==> config.mk <==
export PLATFORM = sky130hd
export DESIGN_NAME = finish_ctrl
export DESIGN_NICKNAME = d
export VERILOG_FILES = /design/src/rtl/finish_ctrl.sv
export SDC_FILE = /design/constraint.sdc
export NUM_CORES = 1
export LEC_CHECK = 0
export ABC_CLOCK_PERIOD_IN_PS = 3200
export BUFFER_PORTS_ARGS = -buffer_cell sky130_fd_sc_hd__buf_2
export CAP_MARGIN = 10
export CORE_MARGIN = 2
export CORE_UTILIZATION = 31
export CTS_BUF_LIST = sky130_fd_sc_hd__clkbuf_8 sky130_fd_sc_hd__clkbuf_16
export DETAILED_ROUTE_END_ITERATION = 6
export GPL_ROUTABILITY_DRIVEN = 0
export SYNTH_ARGS = -nofsm -noshare
export SYNTH_HDL_FRONTEND = slang
export SYNTH_SLANG_ARGS = --single-unit
==> constraint.sdc <==
create_clock -name clk -period 3.2 [get_ports clk]
set_input_delay 0.16 -clock clk [delete_from_list [all_inputs] [get_ports clk]]
set_output_delay 0.16 -clock clk [all_outputs]
set_load 0.005 [all_outputs]
==> src/rtl/finish_ctrl.sv <==
// rtl/finish_ctrl.sv - multi-channel end-of-test controller with drain and watchdog
//
// Counts per-channel event pulses up to a latched limit, combines channel
// completion in ANY or ALL mode, drains DRAIN_CYCLES cycles, then raises a
// sticky done and a one-cycle finish_req. A RUN-cycle watchdog (TIMEOUT != 0)
// ends the run early with a sticky timeout flag.
//
// Optional feature macro: FINISH_TASK_EN (simulation only; calls $finish on
// the finish_req cycle). Synthesised logic is the same either way.
//
// Ports:
//   clk        in   clock, posedge
//   rst        in   asynchronous active-high reset
//   start      in   arm/restart; latches limit and mode_all, clears counters
//   limit      in   terminal count per channel
//   mode_all   in   0 = any channel completes the run, 1 = all channels
//   ch_inc     in   per-channel increment pulses (honoured in RUN only)
//   count      out  channel counters, channel i at [i*WIDTH +: WIDTH]
//   ch_done    out  channel counter equals latched limit (not in IDLE)
//   busy       out  state is RUN or DRAIN
//   done       out  sticky, state is DONE
//   timeout    out  sticky, run ended by watchdog
//   finish_req out  one-cycle pulse on the first DONE cycle

module finish_ctrl #(
    parameter int WIDTH        = 8,
    parameter int N_CH         = 4,
    parameter int DRAIN_CYCLES = 2,
    parameter int TIMEOUT      = 0
) (
    input  logic                    clk,
    input  logic                    rst,
    input  logic                    start,
    input  logic [WIDTH-1:0]        limit,
    input  logic                    mode_all,
    input  logic [N_CH-1:0]         ch_inc,
    output logic [N_CH*WIDTH-1:0]   count,
    output logic [N_CH-1:0]         ch_done,
    output logic                    busy,
    output logic                    done,
    output logic                    timeout,
    output logic                    finish_req
);

    typedef enum logic [1:0] {
        S_IDLE  = 2'd0,
        S_RUN   = 2'd1,
        S_DRAIN = 2'd2,
        S_DONE  = 2'd3
    } state_t;

    state_t           state;
    state_t           state_nxt;
    logic [WIDTH-1:0] cnt_q [N_CH];
    logic [WIDTH-1:0] limit_q;
    logic             mode_q;
    logic [31:0]      tcnt;
    logic [31:0]      dcnt;
    logic             timeout_q;
    logic             finish_q;
    logic             cond;
    logic             wd_hit;

    for (genvar i = 0; i < N_CH; i++) begin : g_ch
        assign count[i*WIDTH +: WIDTH] = cnt_q[i];
        assign ch_done[i] = (state != S_IDLE) && (cnt_q[i] == limit_q);
    end

    // Completion is judged on registered counts, so leaving RUN lags the
    // final increment by one cycle.
    assign cond = mode_q ? (&ch_done) : (|ch_done);

    always_comb begin
        state_nxt = state;
        wd_hit    = 1'b0;
        case (state)
            S_IDLE: begin
            end
            S_RUN: begin
                // Completion beats the watchdog when both land in one cycle.
                if (cond) begin
                    state_nxt = (DRAIN_CYCLES == 0) ? S_DONE : S_DRAIN;
                end else if ((TIMEOUT != 0) && (tcnt == 32'(TIMEOUT - 1))) begin
                    state_nxt = S_DONE;
                    wd_hit    = 1'b1;
                end
            end
            S_DRAIN: begin
                if (dcnt == 32'(DRAIN_CYCLES - 1)) begin
                    state_nxt = S_DONE;
                end
            end
            S_DONE: begin
            end
            default: state_nxt = S_IDLE;
        endcase
        // start overrides everything, including a run already in progress.
        if (start) begin
            state_nxt = S_RUN;
            wd_hit    = 1'b0;
        end
    end

    always_ff @(posedge clk or posedge rst) begin
        if (rst) begin
            state     <= S_IDLE;
            limit_q   <= '0;
            mode_q    <= 1'b0;
            tcnt      <= '0;
            dcnt      <= '0;
            timeout_q <= 1'b0;
            finish_q  <= 1'b0;
            for (int i = 0; i < N_CH; i++) begin
                cnt_q[i] <= '0;
            end
        end else begin
            state <= state_nxt;
            if (start) begin
                limit_q   <= limit;
                mode_q    <= mode_all;
                tcnt      <= '0;
                dcnt      <= '0;
                timeout_q <= 1'b0;
                finish_q  <= 1'b0;
                for (int i = 0; i < N_CH; i++) begin
                    cnt_q[i] <= '0;
                end
            end else begin
                if (state == S_RUN) begin
                    tcnt <= tcnt + 32'd1;
                    for (int i = 0; i < N_CH; i++) begin
                        // Saturate at the limit; never wrap.
                        if (ch_inc[i] && (cnt_q[i] < limit_q)) begin
                            cnt_q[i] <= cnt_q[i] + WIDTH'(1);
                        end
                    end
                end
                dcnt      <= (state == S_DRAIN) ? dcnt + 32'd1 : 32'd0;
                timeout_q <= timeout_q | wd_hit;
                finish_q  <= (state_nxt == S_DONE) && (state != S_DONE);
            end
        end
    end

    assign busy       = (state == S_RUN) || (state == S_DRAIN);
    assign done       = (state == S_DONE);
    assign timeout    = timeout_q;
    assign finish_req = finish_q;

`ifdef FINISH_TASK_EN
`ifndef SYNTHESIS
    always @(posedge clk) begin
        if (finish_req) begin
            $display("finish_ctrl: done timeout=%0d", timeout);
            $finish;
        end
    end
`endif
`else
    // Completion is signalled through finish_req/done only.
`endif

endmodule

* Word level (Yosys, flattened, before mapping) *
Index checks and enable logic that the tools add are counted.

cells by class
  magnitude comparators = 4
  reduce and logical (&&, ||, !) cells = 22
  mux-type cells = 14
  equal/unequal tests = 10
  add/subtract/negate cells = 5

operators with widths
  kind                   count
  $mux 32                4
  $add 32x1->32 const B  1
  $add 8x1->8 const B    4
  $eq 32x1->1 const B    1
  $eq 8x8->1             4
  $lt 8x8->1             4
  $mux 8                 4
  $reduce_bool 2->1      6
  $logic_and 1x1->1      9
  $reduce_and 2->1       4
  $eq 2x2->1 const B     3
  $mux 2                 3
  $pmux 2 s2             1
  $reduce_and 4->1       1
  $reduce_or 4->1        1
  $eq 2x1->1 const B     1
  $mux 1                 2
  $ne 2x2->1 const B     1
  $logic_or 1x1->1       1

word-level totals
  input port bits = 16
  word-level logic and storage cells = 64
  output and inout port bits = 40
  register bits after elaboration = 76

* Depth between registers and ports, before layout *
  depth after elaboration = 10
  depth in mapped cells = 9
  gate-level depth less buffers = 8

* Worst setup path after synthesis *
No wires, ideal clock.

  path kind = register to register
  start = reg cnt_q (netlist bit count[25])
  end = reg cnt_q (netlist bit count[29])
  period minus slack after synthesis = 2.237 ns
  stages on the path, launching flop included = 9
  required time = 3.072 ns
  setup time = 0.128 ns
  slack = 0.963 ns
  data arrival time = 2.109 ns
  path buffers = 1
  cell sequence = dfrtp_1 > ha_1 > nor2b_1 > o21a_1 > o21a_1 > o21ba_1 > clkbuf_1 > nor4_1 > mux2_1

on the way
  longest elaborated chain between the ends = 4
  elaborated cells between the ends (all ways) = 8
  classes of those cells = add/sub: 1; order compare: 1; mux: 3; reduce/logical: 3

RTL lines
  element                                       line      text
  start: declaration                            54        logic [WIDTH-1:0] cnt_q [N_CH];
  start signal: indexed assignment              134       cnt_q[i] <= cnt_q[i] + WIDTH'(1);
  $add 8x1->8 or $lt 8x8->1 (tied branches)     134, 133
  $mux 8 or $logic_and 1x1->1 (tied branches)   133       if (ch_inc[i] && (cnt_q[i] < limit_q)) begin
  $mux 32 or $reduce_bool 2->1 (tied branches)  --
  $mux 32 or $reduce_and 2->1 (tied branches)   --

Parallel ways exist; a longest one is shown, timed or not. The select of a mux whose other input is x is not followed.
A chain may end at the register's enable or synchronous reset.

* Worst setup path after layout *
  start = reg limit_q[5]
  end = reg cnt_q (netlist bit count[6])

on the way
  longest elaborated chain between the ends = 4

RTL lines
  element                             line  text
  start: declaration                  55    logic [WIDTH-1:0] limit_q;
  start signal: assignment            119   limit_q <= limit;
  $lt 8x8->1                          133
  $logic_and 1x1->1                   133
  $reduce_bool 2->1 (no source line)  --
  $reduce_and 2->1 (no source line)   --

Every way passes these cells.

==> impl_summary.md <==
Critical path
The maximum fanout along the worst path is 13. The sum of buffers and inverters on the critical path is 1. The sort of element at the end of the critical path is a flip-flop.

The largest delay contributor family on the critical path is compound AO/OA/AOI/OAI gates. For this run, the slowest stage of the critical path takes 660 ps. The kind of critical path is flip-flop to flip-flop.

The signal on the critical path passes through inv_1 > ha_1 > a21o_1 > a21oi_1 > o2111ai_1 > o311ai_0 > o41ai_1. Data on the critical path arrives at its endpoint at 2810 ps. The data required time at the worst endpoint is 3380 ps. STA classifies the critical path startpoint as a flip-flop.

The standard cell with the maximum stage delay on the critical path is o311ai_0.

Global route
The first-pass GRT wire length is 20200 um. The total global routing track utilization is 15.4%. The via count of the first global-routing pass is 4057.

Global routing finished with a remaining overflow of 0. The initial antenna violation count is 0. Entering global routing, the biggest net connects 61 pins.

Clocking
In this run the clock root is driven by a clkbuf_16. No sink is reached through more buffers than the 2 on the longest clock path. Clock tree synthesis inserted a total of 9 buffers.

The H-tree generated during clock tree synthesis spans 3 levels. The clock-pin slew reported for the worst setup and hold paths after clock tree synthesis is 60 ps. The number of clock sinks is 76. For this design, the CTS-stage hold fixing added 0 buffers. The number of resized instances in the post-cts repair step is 0. The clock latency on the worst-skew pair is 350 ps. The setup fix buffers added after clock tree synthesis is 0. The CTS tree is done.

Logic synthesis
The Yosys step of the flow raised 0 warnings. Among all flip-flop cells after synthesis, the most frequent one is dfrtp_1. The cell count after synthesis is 512. The synthesized net count is 571. Ranked by total cell area, the synthesized netlist is headed by dfrtp_1, ha_1, nor2_1. The count of flip-flops with a built-in enable after synthesis is 0. Averaged over all synthesized cells, the footprint is 9.38 um^2. After synthesis, the share of flip-flops with an asynchronous set or reset is 100%. The netlist uses 51 different library cells.

Summed over all instances, the cell type with the most area after synthesis is dfrtp_1. The share of the Yosys chip area taken by registers is 39.6%. The synthesized cell area is 4800 um^2. The area share of the largest cell type after synthesis is 39.6%.

The synthesized flop and latch total is 76.

Power
The power share of the sequential group is 41.7%. The peak supply drop is 288 uV. The static power due to leakage is 2.57 nW. In this run switching power makes up 30.0% of total power. The internal power summed over all cells is 1.78 mW.

The power spent charging and discharging nets is 762 uW. The ratio of total power to cell area is 454 nW/um^2. The overall power consumption is 2.54 mW. The share of total power dissipated in the clock network is 39.3%. The portion of total power attributed to combinational logic is 19.0%.

Place
After detailed placement, the design holds a cell count of 741. The cell area after placement is 5270 um^2. The total of buffers placed on input and output ports is 54. The worst slack after detailed placement is 725 ps.

Once detailed placement completed, the half-perimeter wirelength came to 8580 um.

STA
The worst-case setup margin in the final layout is 574 ps. The shortest period the worst path allows is 2630 ps. The slew at the pin closest to its max-slew limit is 872 ps. The final hold slack is 28.8 ps. Setup repair after global routing left no endpoint under its margin. After routing, the total negative slack on setup checks comes to 0 ps. The count of final setup violators is 0.

The share of the cycle needed by the critical path after routing is 82.1%. The max-slew headroom at the worst pin is 41.8%. The count of pins over their slew limit is 0. The fmax is 381 MHz. The hold violation total from the final report is 0.

The clock skew after layout is 12.9 ps.

Status
The run finished with clean final reports.

Finish
Cells with a size suffix above 1 make up 16.1% of the layout. The non-filler instance count after layout is 759. The post-synthesis to final-layout area growth is 16.4%. Counting the fill cells in the layout gives 1471. The core occupancy in the finished layout is 36.9%. The number of antenna diodes in the final layout is 0. The top cell types in the final layout, fill and taps aside, are dfrtp_1, buf_2, ha_1. After routing the design area is 5590 um^2.

The net count of the finished layout is 625. The commonest non-fill, non-tap cell in the layout is dfrtp_1.

Die
The floorplan step set the die width to 128 um. The height of the die is 128 um. The core region is 15100 um^2. For this configuration, the core starts out at a cell density of 31.7%.

56 I/O pins were placed. The die covers 16500 um^2. The floorplan has 45 rows.

Routing
The aggregate routed wire length is 12300 um. The via count normalized by instance count is 5.45. The detail route stage leaves a number of antenna-violating nets equal to 0. After detailed routing, the average wire length per cell comes to 16.2 um.

In this run, the number of DRC markers left after iteration 0 of detailed routing was 305. The number of iterations in the first detailed-routing pass is 4. The number of design rule violations left after detail routing is 0.

The detailed router placed 4139 vias in this run.

Job
The number of max-cap violations is 0.

Worst hold path
The class of the most critical hold timing path is input pin to flip-flop.
[power by group through the flow]
stage | clock (mW) | combinational, mW | sequential (mW)
after floorplan | 0 | 0.327 | 1.06
after detailed placement | 0 | 0.477 | 1.07
after global placement | 0 | 0.456 | 1.07
after CTS | 1.02 | 0.481 | 1.06
after global routing | 1.06 | 0.550 | 1.06
final | 0.998 | 0.482 | 1.06
[state kept, by name, indices dropped and copies added, names as in the netlist]
register and cells:
count 32, dcnt 32, finish_req 1, limit_q 8
mode_q 1, state 2
[kinds of logic (layout without fill, tap and decap cells)]
| group | Yosys count | after routing | synth area share, % |
|---|---|---|---|
| adder cells (fa/ha/maj) | 43 | 43 | 11.2 |
| AND/OR/NAND/NOR | 217 | 217 | 26.1 |
| AO/OA/AOI/OAI | 95 | 95 | 12.4 |
| flip-flops | 76 | 76 | 39.6 |
| XOR/XNOR | 27 | 27 | 4.93 |
| other | 1 | 1 | 0.0781 |
| multiplexers | 9 | 9 | 2.11 |
| buffers and inverters | 44 | 103 | 3.52 |
[worst register-to-register path: stages (launching register included)]
cell and delay, ps:
dfrtp_1 360, inv_1 210, ha_1 300, a21o_1 180
a21oi_1 160, o2111ai_1 420, o311ai_0 660, o41ai_1 190
[area by class of cell]
class | instances | area (um^2) | share of cell area [%]
clock buffers | 9 | 225 | 4.03
clock inverters | 7 | 61.3 | 1.10
inverters | 26 | 97.6 | 1.75
multi-input cells | 392 | 2730 | 48.8
flip-flops and latches | 76 | 1900 | 34.0
well taps | 188 | 235 | 4.21
repair buffers | 61 | 338 | 6.04
[path summary, 6_finish.rpt]
kind                       startpoint         end  slack [ps]  depth (start not counted)
min in group asynchronous         rst   count[12]         350                          3
max in group asynchronous         rst   count[24]        2240                          4
hold / removal               limit[7]  limit_q[7]          30                          3
setup / recovery           limit_q[5]    count[6]         570                          7
setup reg to reg           limit_q[5]    count[6]         570                          7
hold reg to reg               dcnt[0]     dcnt[0]         490                          1
[synth_stat cells, types with 2 or more instances]
library cell and count:
nand4b_1 3, nor4_1 10, nor3_1 11, nand3_1 29, nor4_4 2, or3_1 3, inv_1 26, and4_1 3
mux2_1 3, mux2_2 6, o41ai_1 4, nand2_1 31, xnor2_1 14, nor2_1 42, nand3b_1 2, ha_1 43
and3_1 7, o21bai_1 3, and4b_1 4, or4_1 14, nor4b_1 4, o21ai_0 21, o21a_1 9, o31ai_1 11
clkbuf_1 17, xor2_1 13, nor2b_1 16, and2_1 5, o311ai_0 3, nand4_1 21, a21oi_1 31, a31oi_1 2
o21ba_1 3, o21ai_1 2, or2_2 3, dfrtp_1 76
[routing by layer]
metal	vias up	part of all wire [%]	track usage, %	wire length, um
li1	1993	-	-	-
met1	2023	45	18.9	5560
met2	105	47	25.6	5800
met3	18	5.8	5.16	718
met4	0	1.6	5.11	202
met5	-	0	0	0
Power figures use the tool's default switching activity.
